<file path="src/rtl/dmem_arbiter.sv">
`default_nettype none
// ============================================================================
// Module   : dmem_arbiter
// Purpose  : Two-port arbiter in front of a single-port data memory.
//            The core normally wins. A waiting DMA port gains priority after
//            STARVE_MAX lost cycles. While locked it may keep the grant for up
//            to LOCK_MAX consecutive cycles against a requesting core.
//            Out-of-range accesses, meaning address bits [31:10] are nonzero,
//            still win arbitration. Their write strobe is suppressed and they
//            set the sticky addr_err flag.
// Ports    : clk, reset (async, active-low)
//            core_*  : core request/we/addr/wdata in; rdata, stall out
//            dma_*   : DMA request/we/lock/addr/wdata in; ack, rdata, rvalid out
//            mem_*   : word address, write strobe and write data out;
//                      combinational read data in
//            addr_err: sticky out-of-range flag
// Revision : 1.0 - initial release
// ============================================================================
module dmem_arbiter #(
  parameter int STARVE_MAX = 4,
  parameter int LOCK_MAX   = 8
) (
  input  logic        clk,
  input  logic        reset,
  input  logic        core_req,
  input  logic        core_we,
  input  logic [31:0] core_addr,
  input  logic [31:0] core_wdata,
  output logic [31:0] core_rdata,
  output logic        core_stall,
  input  logic        dma_req,
  input  logic        dma_we,
  input  logic        dma_lock,
  input  logic [31:0] dma_addr,
  input  logic [31:0] dma_wdata,
  output logic        dma_ack,
  output logic [31:0] dma_rdata,
  output logic        dma_rvalid,
  output logic [7:0]  mem_addr,
  output logic        mem_we,
  output logic [31:0] mem_wdata,
  input  logic [31:0] mem_rdata,
  output logic        addr_err
);

  localparam int STARVE_W = (STARVE_MAX < 1) ? 1 : $clog2(STARVE_MAX + 1);
  localparam int LOCK_W   = (LOCK_MAX < 1) ? 1 : $clog2(LOCK_MAX + 1);
  localparam logic [STARVE_W-1:0] c_starve_lim = STARVE_W'(STARVE_MAX);
  localparam logic [LOCK_W-1:0]   c_lock_lim   = LOCK_W'(LOCK_MAX);

  typedef enum logic [1:0] {
    ST_IDLE = 2'd0,
    ST_CORE = 2'd1,
    ST_DMA  = 2'd2
  } grant_t;

  grant_t               r_state;
  logic [STARVE_W-1:0]  r_starve_cnt;
  logic [LOCK_W-1:0]    r_lock_cnt;
  logic [31:0]          r_dma_rdata;
  logic                 r_dma_rvalid;
  logic                 r_addr_err;

  grant_t               w_win;
  logic [31:0]          w_addr;
  logic [31:0]          w_wdata;
  logic                 w_we;
  logic                 w_oob;
  logic                 w_dma_win;
  logic                 w_unused_lsbs;

  // Winner selection, highest priority first: lock continuation, starvation
  // override, core, then DMA alone.
  always_comb begin
    w_win = ST_IDLE;
    if (r_state == ST_DMA && dma_req && dma_lock && r_lock_cnt < c_lock_lim)
      w_win = ST_DMA;
    else if (dma_req && r_starve_cnt == c_starve_lim)
      w_win = ST_DMA;
    else if (core_req)
      w_win = ST_CORE;
    else if (dma_req)
      w_win = ST_DMA;
  end

  always_comb begin
    w_addr  = 32'd0;
    w_wdata = 32'd0;
    w_we    = 1'b0;
    case (w_win)
      ST_CORE: begin
        w_addr  = core_addr;
        w_wdata = core_wdata;
        w_we    = core_we;
      end
      ST_DMA: begin
        w_addr  = dma_addr;
        w_wdata = dma_wdata;
        w_we    = dma_we;
      end
      default: ;
    endcase
  end

  assign w_dma_win     = (w_win == ST_DMA);
  assign w_oob         = (w_win != ST_IDLE) && (w_addr[31:10] != 22'd0);
  assign w_unused_lsbs = ^w_addr[1:0];

  assign mem_addr   = w_addr[9:2];
  assign mem_wdata  = w_wdata;
  // The strobe is also gated by reset so no write can slip through while
  // the arbiter is held in reset.
  assign mem_we     = w_we && !w_oob && reset;
  assign core_rdata = mem_rdata;
  assign core_stall = core_req && (w_win != ST_CORE);
  assign dma_ack    = w_dma_win;

  assign dma_rdata  = r_dma_rdata;
  assign dma_rvalid = r_dma_rvalid;
  assign addr_err   = r_addr_err;

  always_ff @(posedge clk or negedge reset) begin
    if (!reset) begin
      r_state      <= ST_IDLE;
      r_starve_cnt <= '0;
      r_lock_cnt   <= '0;
      r_dma_rdata  <= 32'd0;
      r_dma_rvalid <= 1'b0;
      r_addr_err   <= 1'b0;
    end else begin
      r_state <= w_win;

      // Starvation count: grows only while the DMA waits and loses.
      if (w_dma_win || !dma_req)
        r_starve_cnt <= '0;
      else if (r_starve_cnt != c_starve_lim)
        r_starve_cnt <= r_starve_cnt + 1'b1;

      // Lock count: tracks burst length against a competing core. A DMA win
      // with the core idle leaves it unchanged.
      if (!w_dma_win)
        r_lock_cnt <= '0;
      else if (core_req && r_lock_cnt != c_lock_lim)
        r_lock_cnt <= r_lock_cnt + 1'b1;

      r_dma_rvalid <= w_dma_win && !dma_we;
      if (w_dma_win && !dma_we)
        r_dma_rdata <= mem_rdata;

      if (w_oob)
        r_addr_err <= 1'b1;
    end
  end

endmodule
`default_nettype wire

</file>
<file path="config.mk">
export PLATFORM = sky130hd
export DESIGN_NAME = dmem_arbiter
export DESIGN_NICKNAME = d
export VERILOG_FILES = /design/src/rtl/dmem_arbiter.sv
export SDC_FILE = /design/constraint.sdc
export NUM_CORES = 1
export LEC_CHECK = 0
export CORE_AREA = 5 5 105 107
export DETAILED_ROUTE_END_ITERATION = 6
export DIE_AREA = 0 0 110 112
export HOLD_SLACK_MARGIN = 0.08
export PLACE_DENSITY = 0.76
export SETUP_SLACK_MARGIN = 0.15
export SLEW_MARGIN = 0
export SYNTH_ARGS = -nofsm -noshare
export SYNTH_HDL_FRONTEND = slang
export SYNTH_SLANG_ARGS = --single-unit
</file>
<file path="constraint.sdc">
create_clock -name clk -period 4.91 [get_ports clk]
set_input_delay 0.491 -clock clk [delete_from_list [all_inputs] [get_ports clk]]
set_output_delay 0.491 -clock clk [all_outputs]
set_load 0.03 [all_outputs]
</file>
Yosys cells after proc, flatten, opt, wreduce, memory -nomap -nowiden

Cells that the tools add are included.

Register bits after elaboration: 43
Latch bits: 0
RAM bits: 0
Bits in read-only memories: 0
Bits of input ports: 167
Output and inout port bits: 109
Word-level logic and storage cells: 45
Memories kept: 0

Add/sub/neg operators: 2
$mul: 0
Divide/modulo/power cells: 0
$lt $le $gt $ge: 1
Equality and inequality tests: 8
Shift-type cells: 0
Multiplexer cells: 11
Bitwise logic cells: 0
Reductions and logical operators: 17

Operators with widths:

| cell                                                                    | count |
|---|---|
| 32-bit case mux with 2 select lines                                     | 2 |
| 22-bit nonzero test                                                     | 1 |
| 1-bit logical AND                                                       | 10 |
| 2-bit two-way mux                                                       | 4 |
| 4-bit two-way mux                                                       | 2 |
| 3-bit two-way mux                                                       | 2 |
| 4-bit by 1-bit adder with 4-bit output, second input constant           | 1 |
| 2-bit equality test, second input constant                              | 2 |
| 4-bit less-than comparator, second input constant                       | 1 |
| 2-bit by 1-bit inequality test with 1-bit output, second input constant | 2 |
| 4-bit inequality test, second input constant                            | 1 |
| 2-bit nonzero test                                                      | 2 |
| 3-bit by 1-bit adder with 3-bit output, second input constant           | 1 |
| 3-bit equality test, second input constant                              | 1 |
| 1-bit zero test                                                         | 3 |
| 3-bit inequality test, second input constant                            | 1 |
| 2-bit by 1-bit equality test with 1-bit output, second input constant   | 1 |
| 1-bit case mux with 2 select lines                                      | 1 |
| 1-bit logical OR                                                        | 1 |

Depth between registers and ports, before layout

Depth in word-level cells: 12
Depth in mapped cells: 11
Depth with buffers taken out: 10

Least setup slack after synthesis

OpenSTA, ideal clock, no wires.

Path kind: reg2out
Start: reg r_starve_cnt[0]
End: out mem_we
Arrival: 2.679 ns
Data required time: 4.419 ns
Setup slack: 1.740 ns
Cell stages (with the launch flop): 11
Buffers on the path: 1
Path through: dfrtp_1 inv_1 ha_1 nand2_1 o311ai_0 and2_1 ha_1 clkbuf_1 a22o_1 nand3b_1 a221oi_1

Cells in the longest elaborated chain, start to end: 11
Elaborated cells on any way between the ends: 14
Those cells by class: eq/ne (3); mux (4); reduce/logical (7)

RTL lines:

| element                             | line | text |
|---|---|---|
| from (decl)                         | 58   | `logic [STARVE_W-1:0] r_starve_cnt;` |
| from (signal assigned)              | 137  | `r_starve_cnt <= r_starve_cnt + 1'b1;` |
| 3-bit equality test *               | 78   | `else if (dma_req && r_starve_cnt == c_starve_lim)` |
| 1-bit logical AND *                 | 78   |  |
| 2-bit two-way mux *                 | 78   |  |
| 2-bit two-way mux *                 | 76   | `if (r_state == ST_DMA && dma_req && dma_lock && r_lock_cnt < c_lock_lim)` |
| net w_win[1]                        | 64   | `grant_t w_win;` |
| 2-bit equality test *               | --   |  |
| net dma_ack                         | 36   | `output logic dma_ack,` |
| 32-bit case mux with 2 select lines | 90   | `case (w_win)` |
| 22-bit nonzero test                 | 106  | `assign w_oob = (w_win != ST_IDLE) && (w_addr[31:10] != 22'd0);` |
| 1-bit logical AND                   | 106  |  |
| 1-bit zero test                     | 113  | `assign mem_we = w_we && !w_oob && reset;` |
| 1-bit logical AND * (2 in series)   | 113  |  |
| to (decl)                           | 40   | `output logic mem_we,` |

The timed path passes the listed nets; every way through them passes the cells marked *.

Final worst setup path

Start: in dma_lock
End: out mem_wdata[21]

Cells in the longest elaborated chain, start to end: 5
Elaborated cells on any way between the ends: 6
Those cells by class: eq/ne (2); mux (2); reduce/logical (2)

RTL lines:

| element                                                                               | line | text |
|---|---|---|
| from (decl)                                                                           | 33   | `input logic dma_lock,` |
| 1-bit logical AND * (2 in series)                                                     | 76   |  |
| 2-bit two-way mux *                                                                   | 76   |  |
| net w_win[1]                                                                          | 64   |  |
| 2-bit equality test or 2-bit by 1-bit equality test with 1-bit output (tied branches) | 90   |  |
| 32-bit case mux with 2 select lines *                                                 | 90   |  |
| to (decl)                                                                             | 41   | `output logic [31:0] mem_wdata,` |

Marked as above.

==> flow_summary.toml <==
[outcome]
status = "finished, final reports clean"

[cells_and_area]
num_antenna_cells = 0
fin_cells = 643
stdcell_area_mm2 = 0.00538
ff_latch_area_mm2 = 0.00108
nets = 680
area_growth_pct = 103
drive_above_1_share = 0.0947
fin_util = 0.535
multiInputGateArea_mm2 = 0.00124
fillers = 897

[clock_network]
clockBufferDepth = 2
clock_latency_ns = 0.28
cts_setup_buffers = 0
numCtsBuffers = 5
clk_pin_slew_ns = 0.08
cts_sinks = 43
cts_tree = "yes"
root_buffer = "clkbuf_8"
cts_hold_buf = 0
cts_resized = 0
cts_htree_levels = 2

[logic_synthesis]
synth.avg_cell_area_um2 = 9.70
syn_inst = 273
seq_area_frac_synth = 0.406
synthArstFlopShare = 1.00
synth_flop_cell = "dfrtp_1"
yosysTopAreaCell = "dfrtp_1"
synth_nets = 447
synth.top_cells.by_count = "dfrtp_1 (43), nor2_1 (43), a22oi_1 (40), buf_4 (32), mux2_2 (32)"
synth_area_leaders = "dfrtp_1 (41%), mux2_2 (14%), a22oi_1 (11%)"
synth_cell_types = 28
ys_ff_latch = 43
synth_top_cell_area_share = 0.406
yosys_warnings = 0
syn_area_mm2 = 0.00265
synth-edff-count = 0

[pwr]
power_leakage_nw = 2.08
powerDensity_mw_per_mm2 = 276
power_mw = 1.49
vdd_drop_max_mv = 0.151

[sta]
slew_viol_final = 0
worst_pin_slew_ns = 0.623
min_period_ns = 3.87
fin_setup_tns_ns = 0
finalSetupViolations = 0
fin_worst_skew_ns = 0.00464
finalCritPeriodShare = 0.789
hold_viol = 0
max_freq_mhz = 258
maxSlewHeadroom = 0.584
rsz0062_at_grt = "no"

[route]
drcViolationCount = 0
final_antenna_net_count = 0
drt_iter0_drc = 86
viasPerCell = 4.64
finalWirelength_um = 10500
num_vias = 2984
wl_per_cell_um = 16.3
dr.pass1.iters = 4

[grt]
met3_usage = 0.0533
grt_pass1_vias = 3139
grt_max_degree = 44
antenna_found_initial = 0
grt-ovfl-total = 0
grt.total_usage = 0.158
grt_first_pass_wirelength_um = 15500
use_met2 = 0.297
met1_usage = 0.160
grt-busiest-layer = "met2"

[job]
maxCapViolations = 0

[floorplanning]
die_w_um = 110
initial_core_util = 0.264
ioPinCount = 276
fp-row-count = 37
coreArea_mm2 = 0.0100
die_area_mm2 = 0.0123
die_h_um = 112

[placed_design]
post-dp-hpwl_um = 8990
io_buffers = 271
placed_cell_area_mm2 = 0.00526
dp.cells = 635
gp_congestion = 0.856

[setup_path]
worst_ep_required_time_ns = 4.42
cp.arrival_ns = 3.38
path_class = "input pin to primary output"
cp-start-kind = "input pin"
crit_path_max_fanout = 40
endpoint_kind = "primary output"

[worst_hold_path]
holdCritPathClass = "input pin to asynchronous set/reset pin"
[final timing paths]
check	from	endpoint	slack, ns	cells past startpoint
max in group asynchronous	reset	dma_rdata[10]	4.21	2
min in group clk	dma_rdata[13]	dma_rdata[13]	0.51	1
max	dma_lock	mem_wdata[21]	1.04	9
min reg2reg	dma_rdata[13]	dma_rdata[13]	0.51	1
min	reset	r_state[0]	0.34	2
max reg2reg	r_starve_cnt[0]	dma_rdata[26]	1.82	10
[placed cells by master (no fill, tap or decap)]
cell and instances:
nor2b_2 1, ha_1 7, nand2b_1 1, nor3b_1 1
o311ai_0 1, mux2_2 32, clkdlybuf4s50_1 270, a21boi_0 1
bufinv_16 1, buf_2 1, nand3b_1 2, a22oi_1 40
buf_4 6, clkbuf_8 6, inv_1 5, a21oi_1 1
a221oi_1 1, nand4_1 3, dfrtp_1 43, a221o_1 1
o31ai_1 1, a22o_1 1, nor4_1 8, nand2_1 8
nor3_1 1, nor2_1 43, and2_1 5, nor2b_1 4
clkinv_2 1, nand3_1 3, or4_1 4, xnor2_1 4
[worst max-delay path, cell delays in order]
cell,delay [ns]
clkdlybuf4s50_1,0.48
nand2_1,0.07
o311ai_0,0.26
and2_1,0.23
ha_1,0.41
buf_4,0.43
a22oi_1,0.16
nor2_1,0.15
clkdlybuf4s50_1,0.69
[area by class of cell]
cell class                 count  area share
clock inverter                 2     0.00651
multi-input combinational    174       0.231
tap                          136      0.0316
sequential                    43       0.200
clock buffer                   6      0.0154
inverter                       5     0.00349
timing repair buffer         277       0.512
[flip-flops by register name, indices dropped and copies added, names as in the netlist]
signal and cells:
dma_rvalid 1, r_lock_cnt 4, addr_err 1, dma_rdata 32
r_starve_cnt 3, r_state 2
[routing by layer]
layer | up-vias | wire (um)
met1 | 1384 | 3530
met3 | 16 | 1280
met2 | 177 | 5420
met4 | 0 | 233
met5 | - | 0
li1 | 1407 | -
[stage by stage]
step                      worst slack, ns  hold slack (ns)
final                                1.04            0.337
after global routing                0.809            0.390
after CTS                           0.974            0.361
after detailed placement            0.994            0.484
after global placement               1.02            0.469
after floorplan                      1.74            0.195
[power by group]
part	total, mW	internal, mW	switching [mW]
Combinational	0.751	0.373	0.378
Sequential	0.460	0.426	0.0340
Clock	0.275	0.164	0.110
Total	1.49	0.963	0.523
[logic make-up (layout without fill, tap and decap cells)]
family	Yosys count	in the layout	synth area share
compound gates	47	47	0.135
xor+xnor	4	4	0.0132
buf+inv	56	290	0.125
simple gates	84	84	0.152
flops	43	43	0.406
fa+ha+maj	7	7	0.0331
mux	32	32	0.136
Note: power is estimated with default switching activity, not from simulation.
